$ cat src/rtl/id_ctrl_stage.sv
// Decode-stage controller: decodes RV32I(+M) into the datapath control bundle
// and registers it into the ID/EX slot with load-use stall, flush and trap.
module id_ctrl_stage #(
  parameter int XLEN         = 32,
  parameter bit ENABLE_M     = 1'b1,
  parameter bit ILLEGAL_TRAP = 1'b1
) (
  input  logic            clk,
  input  logic            rst_n,
  input  logic            flush,
  input  logic            in_valid,
  output logic            in_ready,
  input  logic [31:0]     in_instr,
  input  logic [XLEN-1:0] in_pc,
  input  logic            ex_ready,
  output logic            out_valid,
  output logic [31:0]     out_instr,
  output logic [XLEN-1:0] out_pc,
  output logic [14:0]     out_ctrl,
  output logic            trap
);

  localparam logic [6:0] OPC_OP     = 7'b0110011;
  localparam logic [6:0] OPC_OP_IMM = 7'b0010011;
  localparam logic [6:0] OPC_LOAD   = 7'b0000011;
  localparam logic [6:0] OPC_STORE  = 7'b0100011;
  localparam logic [6:0] OPC_BRANCH = 7'b1100011;
  localparam logic [6:0] OPC_JAL    = 7'b1101111;
  localparam logic [6:0] OPC_JALR   = 7'b1100111;
  localparam logic [6:0] OPC_LUI    = 7'b0110111;
  localparam logic [6:0] OPC_AUIPC  = 7'b0010111;

  typedef enum logic {RUN, TRAP} state_t;

  state_t          r_state;
  logic            r_valid;
  logic [31:0]     r_instr;
  logic [XLEN-1:0] r_pc;
  logic [14:0]     r_ctrl;

  logic [14:0] w_dec;
  logic [14:0] w_ctrl;
  logic        w_illegal;
  logic        w_use_rs1;
  logic        w_use_rs2;
  logic [6:0]  w_funct7;
  logic [4:0]  w_out_rd;
  logic        w_haz;
  logic        w_ready;
  logic        w_accept;

  assign w_funct7 = in_instr[31:25];

  // Bundle: [1:0] ResultSrc [2] MemWrite [3] Branch [4] ALUSrc [6:5] ALUSrcA
  // [7] RegWrite [8] Jump [11:9] ImmSrc [13:12] ALUOp [14] illegal
  always_comb begin
    w_dec     = '0;
    w_illegal = 1'b0;
    w_use_rs1 = 1'b0;
    w_use_rs2 = 1'b0;
    case (in_instr[6:0])
      OPC_OP: begin
        w_dec[7]     = 1'b1;
        w_dec[13:12] = 2'b10;
        w_use_rs1    = 1'b1;
        w_use_rs2    = 1'b1;
        if (ENABLE_M && w_funct7 == 7'b0000001)
          w_dec[13:12] = 2'b11;
        else if (w_funct7 != 7'b0000000 && w_funct7 != 7'b0100000)
          w_illegal = 1'b1;
      end
      OPC_OP_IMM: begin
        w_dec[7]     = 1'b1;
        w_dec[4]     = 1'b1;
        w_dec[13:12] = 2'b10;
        w_use_rs1    = 1'b1;
      end
      OPC_LOAD: begin
        w_dec[7]   = 1'b1;
        w_dec[4]   = 1'b1;
        w_dec[1:0] = 2'b01;
        w_use_rs1  = 1'b1;
      end
      OPC_STORE: begin
        w_dec[2]    = 1'b1;
        w_dec[4]    = 1'b1;
        w_dec[11:9] = 3'b001;
        w_use_rs1   = 1'b1;
        w_use_rs2   = 1'b1;
      end
      OPC_BRANCH: begin
        w_dec[3]     = 1'b1;
        w_dec[11:9]  = 3'b010;
        w_dec[13:12] = 2'b01;
        w_use_rs1    = 1'b1;
        w_use_rs2    = 1'b1;
      end
      OPC_JAL: begin
        w_dec[7]    = 1'b1;
        w_dec[8]    = 1'b1;
        w_dec[11:9] = 3'b011;
        w_dec[1:0]  = 2'b10;
      end
      OPC_JALR: begin
        w_dec[7]   = 1'b1;
        w_dec[8]   = 1'b1;
        w_dec[4]   = 1'b1;
        w_dec[1:0] = 2'b10;
        w_use_rs1  = 1'b1;
      end
      OPC_LUI: begin
        w_dec[7]    = 1'b1;
        w_dec[4]    = 1'b1;
        w_dec[6:5]  = 2'b10;
        w_dec[11:9] = 3'b100;
      end
      OPC_AUIPC: begin
        w_dec[7]    = 1'b1;
        w_dec[4]    = 1'b1;
        w_dec[6:5]  = 2'b01;
        w_dec[11:9] = 3'b100;
      end
      default: w_illegal = 1'b1;
    endcase
    if (in_instr[1:0] != 2'b11)
      w_illegal = 1'b1;
    w_ctrl = w_illegal ? 15'h4000 : w_dec;
  end

  // Load-use: the load in the slot writes a register the incoming op reads.
  assign w_out_rd = r_instr[11:7];
  assign w_haz = r_valid && (r_ctrl[1:0] == 2'b01) && r_ctrl[7] && (w_out_rd != 5'd0) &&
                 ((w_use_rs1 && w_out_rd == in_instr[19:15]) ||
                  (w_use_rs2 && w_out_rd == in_instr[24:20]));

  assign w_ready  = (r_state == RUN) && !flush && !w_haz && (!r_valid || ex_ready);
  assign w_accept = in_valid && w_ready;

  always_ff @(posedge clk) begin
    if (!rst_n) begin
      r_state <= RUN;
      r_valid <= 1'b0;
      r_instr <= '0;
      r_pc    <= '0;
      r_ctrl  <= '0;
    end else if (flush) begin
      r_valid <= 1'b0;
      r_state <= RUN;
    end else if (w_accept) begin
      r_instr <= in_instr;
      r_pc    <= in_pc;
      r_ctrl  <= w_ctrl;
      r_valid <= !(w_illegal && !ILLEGAL_TRAP);
      if (w_illegal && ILLEGAL_TRAP)
        r_state <= TRAP;
    end else if (ex_ready && r_valid) begin
      r_valid <= 1'b0;
    end
  end

  assign in_ready  = w_ready;
  assign out_valid = r_valid;
  assign out_instr = r_instr;
  assign out_pc    = r_pc;
  assign out_ctrl  = r_ctrl;
  assign trap      = (r_state == TRAP);

endmodule

$ cat config.mk
export PLATFORM = sky130hd
export DESIGN_NAME = id_ctrl_stage
export DESIGN_NICKNAME = d
export VERILOG_FILES = /design/src/rtl/id_ctrl_stage.sv
export SDC_FILE = /design/constraint.sdc
export NUM_CORES = 1
export LEC_CHECK = 0
export ABC_AREA = 0
export CORE_AREA = 2 2 103 129
export DETAILED_ROUTE_END_ITERATION = 10
export DIE_AREA = 0 0 105 131
export PLACE_DENSITY_LB_ADDON = 0.2
export REMOVE_ABC_BUFFERS = 1
export SLEW_MARGIN = 20
export SYNTH_ARGS = -nofsm -noshare
export SYNTH_HDL_FRONTEND = slang
export SYNTH_SLANG_ARGS = --single-unit
$ cat constraint.sdc
create_clock -name clk -period 2.7 [get_ports clk]
set_clock_uncertainty 0.2 [all_clocks]
set_input_delay 0.54 -clock clk [delete_from_list [all_inputs] [get_ports clk]]
set_output_delay 0.54 -clock clk [all_outputs]
set_load 0.02 [all_outputs]
# [Word level (Yosys, flattened, before mapping)]
# Cells that the tools add are included.
[word_totals] ff_bits=81 input_bits=69 out_inout_bits=82 wordCells=72
[op_classes] eq_ne=15 n_mux=19 n_bitwise=3 n_reduce_logical=30
[ops] op="== test 7 x 6 -> 1 bit (second input constant)" count=3
[ops] op="== test 7 bit (second input constant)" count=3
[ops] op="2-to-1 mux 15 bit" count=1
[ops] op="== test 7 x 5 -> 1 bit (second input constant)" count=2
[ops] op="2-to-1 mux 1 bit" count=13
[ops] op="logical AND 1 bit" count=12
[ops] op="one-hot mux 3 bit (4 select lines)" count=1
[ops] op="OR reduction 6 bit" count=2
[ops] op="== test 5 bit" count=2
[ops] op="one-hot mux 2 bit (2 select lines)" count=2
[ops] op="OR reduction 8 bit" count=1
[ops] op="== test 7 x 1 -> 1 bit (second input constant)" count=1
[ops] op="== test 7 x 2 -> 1 bit (second input constant)" count=1
[ops] op="inequality test 7 x 6 -> 1 bit (second input constant)" count=1
[ops] op="nonzero test 7 bit" count=1
[ops] op="OR reduction 7 bit" count=1
[ops] op="one-hot mux 2 bit (3 select lines)" count=1
[ops] op="OR reduction 2 bit" count=3
[ops] op="nonzero test 5 bit" count=1
[ops] op="AND reduction 2 bit" count=2
[ops] op="logical NOT 1 bit" count=3
[ops] op="NOT 1 bit" count=3
[ops] op="OR reduction 3 bit" count=1
[ops] op="== test 2 x 1 -> 1 bit (second input constant)" count=1
[ops] op="other kinds (4)" count=5

# [Logic depth before layout (Yosys ltp)]
# Gate-level depths: netlist of run 1.
[depth] word_depth=11 depth_mapped=9 depth_no_buf=6

# [Least setup slack after synthesis of run 1]
# Ideal clock, no wire load.
[synth_path] kind="in2out" start="input in_instr[5]" end="output in_ready" arrival_time_ns=1.871 t_required_ns=1.960 path_slack_ns=0.089 stages=5 n_path_buf=1 cell_sequence="clkbuf_1 nand3b_2 a2111oi_4 o221ai_1 and2_1"
[synth_via] elab_chain_cells=9 elab_cells_between_ends=17 classes_between="eq/ne: 6; mux: 2; reduce/logical: 9"
[synth_rtl] item="start: declaration" line="13" rtl="input logic [31:0] in_instr,"
[synth_rtl] item="== test 7 bit (tied with other cells)" line="61" rtl="case (in_instr[6:0])"
[synth_rtl] item="OR reduction 6 bit (no source line) / OR reduction 3 bit (equally long branches)"
[synth_rtl] item="2-to-1 mux 1 bit" line="61"
[synth_rtl] item="logical AND 1 bit (on tied branches)" line="133, 134"
[synth_rtl] item="logical OR 1 bit *" line="133" rtl="((w_use_rs1 && w_out_rd == in_instr[19:15]) ||"
[synth_rtl] item="logical AND 1 bit *" line="132" rtl="assign w_haz = r_valid && (r_ctrl[1:0] == 2'b01) && r_ctrl[7] && (w_out_rd != 5'd0) &&"
[synth_rtl] item="logical NOT 1 bit *" line="136" rtl="assign w_ready = (r_state == RUN) && !flush && !w_haz && (!r_valid || ex_ready);"
[synth_rtl] item="logical AND 1 bit * (2 in a row)" line="136"
[synth_rtl] item="end: declaration" line="12" rtl="output logic in_ready,"
# Mark *: on every way between the ends. The rest lies on a longest branch, timed or not.

# [Worst setup path in the final report of run 1]
[layout_path] start="input in_instr[24]" end="output in_ready"
[layout_via] elab_chain_cells=7
[layout_rtl] item="== test 5 bit" line="134" rtl="(w_use_rs2 && w_out_rd == in_instr[24:20]));"
[layout_rtl] item="logical AND 1 bit" line="134"
[layout_rtl] item="logical OR 1 bit" line="133"
[layout_rtl] item="logical AND 1 bit" line="132"
[layout_rtl] item="logical NOT 1 bit" line="136"
[layout_rtl] item="logical AND 1 bit (2 in a row)" line="136"
# Every way passes these cells.

==> results.toml, run 1 <==
[outcome]
status = "completed"

[place]
port_buffers = 150
placedCellCount = 729
worst_setup_timing_slack_at_the_placement_stage_ns = -0.759
gpl.final_weighted_congestion = 0.825
placedInstanceArea_um2 = 5420
detailedPlacementHpwl_mm = 7.67

[cts]
cts-root-buf = "clkbuf_16"
ctsLongestPathBuffers = 2
clkSinkCount = 80
htreeDepth = 3
clk_pin_slew_ns = 0.06
cts_tree = "built"
cts_made_buffers = 9
clkLatencyLatePin_ns = 0.33

[synth]
syn-mean-instance-area_um2 = 8.77
post-synth-top-area-fraction_pct = 45.0
ys_seq_area_share_pct = 45.0
synth.largest_area_cell = "dfxtp_1"
synthesis.yosys.warnings = 0
number_of_synthesized_flops_with_an_enable_pin = 0
synthCells = 406
synth_top_flop_cell = "dfxtp_1"
synthDistinctLibCells = 39
asyncSetResetFlopFracSynth_pct = 0
syn-cell-area_um2 = 3560
synth.area.top_cells = "dfxtp_1 (45%), mux2i_1 (20%), nand2_1 (16%)"
ys_seq_elements = 80

[timing]
finalHoldViolations = 0
setup_viol = 0
layout_setup_ws_ns = 0.0429
max-slew-margin-rel_pct = 65.8
setup_tns_ns = 0
final-max-slew-violation-count = 0
achievable_frequency_mhz = 376
timing.final.crit_share_pct = 98.4
timing.final.crit_period_ns = 2.66
worst-slew-pin-transition_ns = 0.514

[floorplan]
start_util_pct = 28.4
fp.dieW_um = 105
die_area_um2 = 13800
std_cell_rows = 46
die_h_um = 131
floorplan.io_pins = 151
floorplan.core_area_um2 = 12500

[power_and_ir_drop]
peakVddDrop_uv = 260
powerDensity_nw_per_um2 = 516
p_leak_nw = 2.26

[final_layout]
area_of_the_multi_input_gates_um2 = 1880
area.growth.synth_to_final_pct = 62.7
regArea_um2 = 1610
diodes = 0
layout_common_cells = "nand2_1 (149), clkdlybuf4s50_1 (132), dfxtp_1 (76), mux2i_1 (72), buf_4 (34)"
nFillCells = 1277
layout-drive-gt1-share_pct = 14.6
final_nets = 645
layout_commonest_cell = "nand2_1"
final_core_utilization_pct = 46.2
post_layout_nonfiller_instances = 749
layout.cell_area.non_filler_um2 = 5790

[setup_path]
worst_ep_required_time_ns = 1.96
reg2reg_setup_slack_ns = 0.27
arrival_ns = 1.92
setup.worst_path.start_class = "input port"
timing_worst_setup_path_type = "input port to primary output"
crit_path_max_fanout = 2
critPathCaptureType = "primary output"

[run]
maxCapViolCount = 0

[drt]
remaining_drc_errors = 0
final_antenna_net_count = 0
detailroute.via_count = 3407
drt_iter0_markers = 96
detailedRoute.firstPassIterationCount = 4
total_length_of_routed_wires_mm = 10.4
route.detailed.wl_per_inst_um = 13.9
routed_via_density = 4.55

[worst_hold_path]
hp-class = "flop to flop"

[global_route]
grt_overflow = 0
grt_first_pass_wirelength_mm = 16.6
antenna_violations_before_repair = 0
grt_max_degree = 82
first_global_vias = 3400
grtUsageTotal_pct = 15.1
-- cell usage after synthesis, types with 2 or more instances --
cell and count:
nand2b_1 3, dfxtp_1 80, nand4_1 4, or4_1 3
buf_6 4, o21ai_0 8, nand4b_1 3, mux2i_1 72
nand3b_1 2, inv_1 2, a211oi_1 2, xor2_1 5
or3_1 2, nand3_1 5, nor2_1 6, nand2_1 149
xnor2_1 6, nor3_1 2, nor2b_1 2, clkbuf_1 20
a21oi_1 4, a211o_1 2, buf_2 4
-- metal layers --
| metal | GRT usage, % | share of wire (%) | wire [um] |
|---|---|---|---|
| met5 | 0 | 0 | 0 |
| met4 | 7.53 | 2.5 | 265 |
| met3 | 3.42 | 5.2 | 544 |
| met2 | 27.0 | 53 | 5500 |
| met1 | 17.1 | 39 | 4100 |
-- sequential cells by signal, summed over array words and instances, names as in the netlist --
signal	flops
out_ctrl	14
trap	1
out_instr	32
out_valid	1
out_pc	32
-- logic make-up after synthesis --
logic type	count (synthesis)	synth area share (%)
AO/OA/AOI/OAI	22	4.64
AND/OR/NAND/NOR	190	23.1
flip-flops	80	45.0
multiplexers	72	20.2
buffers and inverters	31	4.36
XOR/XNOR	11	2.71
-- power by group --
group	switching [mW]	total (mW)	internal, mW
Combinational	0.260	0.546	0.286
Clock	0.498	1.18	0.678
Sequential	0.0319	1.27	1.24
Total	0.790	2.99	2.20
-- worst max-delay path, cell delays in order --
cell             delay, ns
clkdlybuf4s15_2       0.21
xnor2_2               0.15
nand4_1               0.20
a2111oi_4             0.34
o221ai_4              0.18
and2_4                0.16
buf_6                 0.12
-- layout make-up --
class	count	area share (%)
sequential	80	27.7
tap	168	3.63
clock buffer	11	4.36
inverter	2	0.130
clock inverter	5	0.691
timing repair buffer	188	31.1
multi-input combinational	295	32.4
-- timing repair --
action | 4_1_cts | 5_1_grt
resized for setup | 45 | 20
endpoints found under the hold margin | 0 | 0
hold buffers | 0 | 0
buffers inserted | 2 | 2
pin swaps | 10 | 6
setup endpoints to repair | 1 | 2
-- path summary, 6_finish.rpt --
| check | start | endpoint | depth (start not counted) |
|---|---|---|---|
| min | out_pc[25] | out_pc[25] | 2 |
| max | in_instr[24] | in_ready | 7 |
| min reg2reg | out_pc[25] | out_pc[25] | 2 |
| max reg2reg | out_instr[11] | out_instr[6] | 6 |
-- through the flow --
| step | power (mW) | hold WS, ns |
|---|---|---|
| 6_report | 2.99 | 0.256 |
| 3_5_place_dp | 1.84 | 0.247 |
| 5_1_grt | 3.13 | 0.274 |
| 2_1_floorplan | 1.51 | 0.331 |
| 3_3_place_gp | 1.83 | 0.243 |
| 4_1_cts | 3.03 | 0.259 |
Power figures use the tool's default switching activity.
==> inputs of run 2 (changes only) <==
--- a/config.mk
+++ b/config.mk
@@ -9,6 +9,8 @@
 export CORE_AREA = 2 2 103 129
 export DETAILED_ROUTE_END_ITERATION = 10
 export DIE_AREA = 0 0 105 131
+export HOLD_SLACK_MARGIN = 0.02
+export MAX_ROUTING_LAYER = met4
 export PLACE_DENSITY_LB_ADDON = 0.2
 export REMOVE_ABC_BUFFERS = 1
 export SLEW_MARGIN = 20
==> constraint.sdc (replaced) <==
create_clock -name clk -period 3.1 [get_ports clk]
set_clock_uncertainty 0.2 [all_clocks]
set_input_delay 0.62 -clock clk [delete_from_list [all_inputs] [get_ports clk]]
set_output_delay 0.62 -clock clk [all_outputs]
set_load 0.02 [all_outputs]
==> run 2 against run 1 <==
Register-to-register slack gained 0.15 ns. Setup slack gained 0.055 ns. Sequential cell count is the same. Core utilization shrank 1.3 points. Combinational power shrank 16%. Wire length shrank 3.3%. Total power shrank 15%. Sequential share of layout area grew 0.74 points.
==> results.toml, run 2 (same netlist as run 1, synthesis figures left out) <==
[timing]
timing.hold.ws_ns = 0.254
achievable_frequency_mhz = 333
worst-slew-pin-transition_ns = 0.597
rsz0062_at_grt = "false"
max-slew-margin-rel_pct = 60.1
setup_viol = 0
final-max-slew-violation-count = 0
setup_tns_ns = 0
finalHoldViolations = 0
layout_setup_ws_ns = 0.0978
timing.final.crit_share_pct = 96.8
timing.final.crit_period_ns = 3.00

[drt]
detailedRoute.firstPassIterationCount = 4
route.detailed.wl_per_inst_um = 13.7
drt_iter0_markers = 115
total_length_of_routed_wires_mm = 10.1
routed_via_density = 4.53
final_antenna_net_count = 0
remaining_drc_errors = 0
detailroute.via_count = 3323

[place]
worst_setup_timing_slack_at_the_placement_stage_ns = -0.542
placedInstanceArea_um2 = 5330
placedCellCount = 717
gpl.final_weighted_congestion = 0.811
detailedPlacementHpwl_mm = 7.53
port_buffers = 150

[power_and_ir_drop]
peakVddDrop_uv = 215
p_leak_nw = 2.13
fin_total_pwr_mw = 2.54
powerDensity_nw_per_um2 = 452

[setup_path]
cp.depth = 7
critical_path.slowest_cell = "clkdlybuf4s50_1"
worst_ep_required_time_ns = 2.28
endpoint = "in_ready"
regToRegStartpoint = "out_instr[9]"
critPathCaptureType = "primary output"
setup.worst_path.start_class = "input port"
crit-reg2reg-capture = "out_pc[27]"
critical_path.max_stage_delay_ns = 0.49
critical_path.top_delay_family = "buffers and inverters"
reg2reg_setup_slack_ns = 0.42
crit_path_max_fanout = 2
critical_path.n_buffers_inverters = 2
cp-startpoint = "in_instr[0]"
timing_worst_setup_path_type = "input port to primary output"
path_cells = "clkdlybuf4s50_1 > and3b_1 > nand3b_2 > a2111oi_4 > o221ai_2 > and2_1 > buf_4"
worst_r2r_path_depth = 9
arrival_ns = 2.18

[cts]
clk_pin_slew_ns = 0.06
cts-root-buf = "clkbuf_16"
cts_made_buffers = 9
htreeDepth = 3
clkLatencyLatePin_ns = 0.33
cts_tree = "built"
ctsLongestPathBuffers = 2
clkSinkCount = 80
cts_hold_repair.buffers = 0

[global_route]
grt_first_pass_wirelength_mm = 15.9
grtUsageTotal_pct = 15.1
grt_overflow = 0
grt_max_degree = 51
first_global_vias = 3212
antenna_violations_before_repair = 0

[floorplan]
die_area_um2 = 13800
floorplan.core_area_um2 = 12500
die_h_um = 131
fp.dieW_um = 105
start_util_pct = 28.4
floorplan.io_pins = 151
std_cell_rows = 46

[outcome]
status = "completed"

[final_layout]
layout_commonest_cell = "nand2_1"
layout_common_cells = "nand2_1 (149), clkdlybuf4s50_1 (140), dfxtp_1 (80), mux2i_1 (72), buf_4 (22)"
layout.cell_area.non_filler_um2 = 5620
final_nets = 630
final_core_utilization_pct = 44.8
area.growth.synth_to_final_pct = 57.9
layout-drive-gt1-share_pct = 8.48
post_layout_nonfiller_instances = 734
diodes = 0

[worst_hold_path]
hp-class = "flop to flop"

[run]
maxCapViolCount = 0
run 2: power by group:
| group | switching, mW | total, mW | leakage (nW) | internal, mW |
|---|---|---|---|---|
| Combinational | 0.219 | 0.457 | 1.35 | 0.238 |
| Sequential | 0.0277 | 1.10 | 0.652 | 1.08 |
| Clock | 0.418 | 0.979 | 0.128 | 0.561 |
run 2: metal layers:
| metal | wire, um | part of all wire (%) | up-vias | global-route usage, % |
|---|---|---|---|---|
| li1 | - | - | 1657 | - |
| met1 | 4170 | 41 | 1549 | 16.7 |
| met2 | 5140 | 51 | 99 | 25.9 |
| met3 | 497 | 4.9 | 18 | 2.93 |
| met4 | 255 | 2.5 | 0 | 7.84 |
| met5 | 0 | 0 | - | - |
run 2: cell type report:
cell class,instances,area [um2]
Inverter,2,7.51
Sequential cell,80,1600
Clock buffer,11,243
Clock inverter,5,32.5
Timing Repair Buffer,173,1700
Multi-Input combinational cell,295,1820
Fill cell,1267,6930
Tap cell,168,210
run 2: worst min-delay path by stage:
stage                     cells past startpoint     startpoint       endpoint  slack (ns)
after detailed placement                      2     out_pc[25]     out_pc[25]        0.25
after global placement                        2     out_pc[19]     out_pc[19]        0.24
after global routing                          2  out_instr[20]  out_instr[20]        0.28
after CTS                                     2     out_pc[25]     out_pc[25]        0.26
after floorplan                               2   out_ctrl[10]   out_ctrl[10]        0.33
final                                         2     out_pc[25]     out_pc[25]        0.25
run 2: worst reg2reg max path: stages, from the launching register on:
cell and delay (ns):
dfxtp_1 0.46, xor2_1 0.21, nor4_2 0.08, buf_4 0.13, and4_4 0.14, buf_4 0.12, o221a_2 0.25, nor2_4 0.47
buf_12 0.29, mux2i_1 0.25
run 2: what timing repair did:
item	in CTS	in global routing
setup endpoints to repair	1	48
gates resized for setup	13	3
pin swaps	5	2
hold endpoints to repair	0	0
buffers inserted	1	0
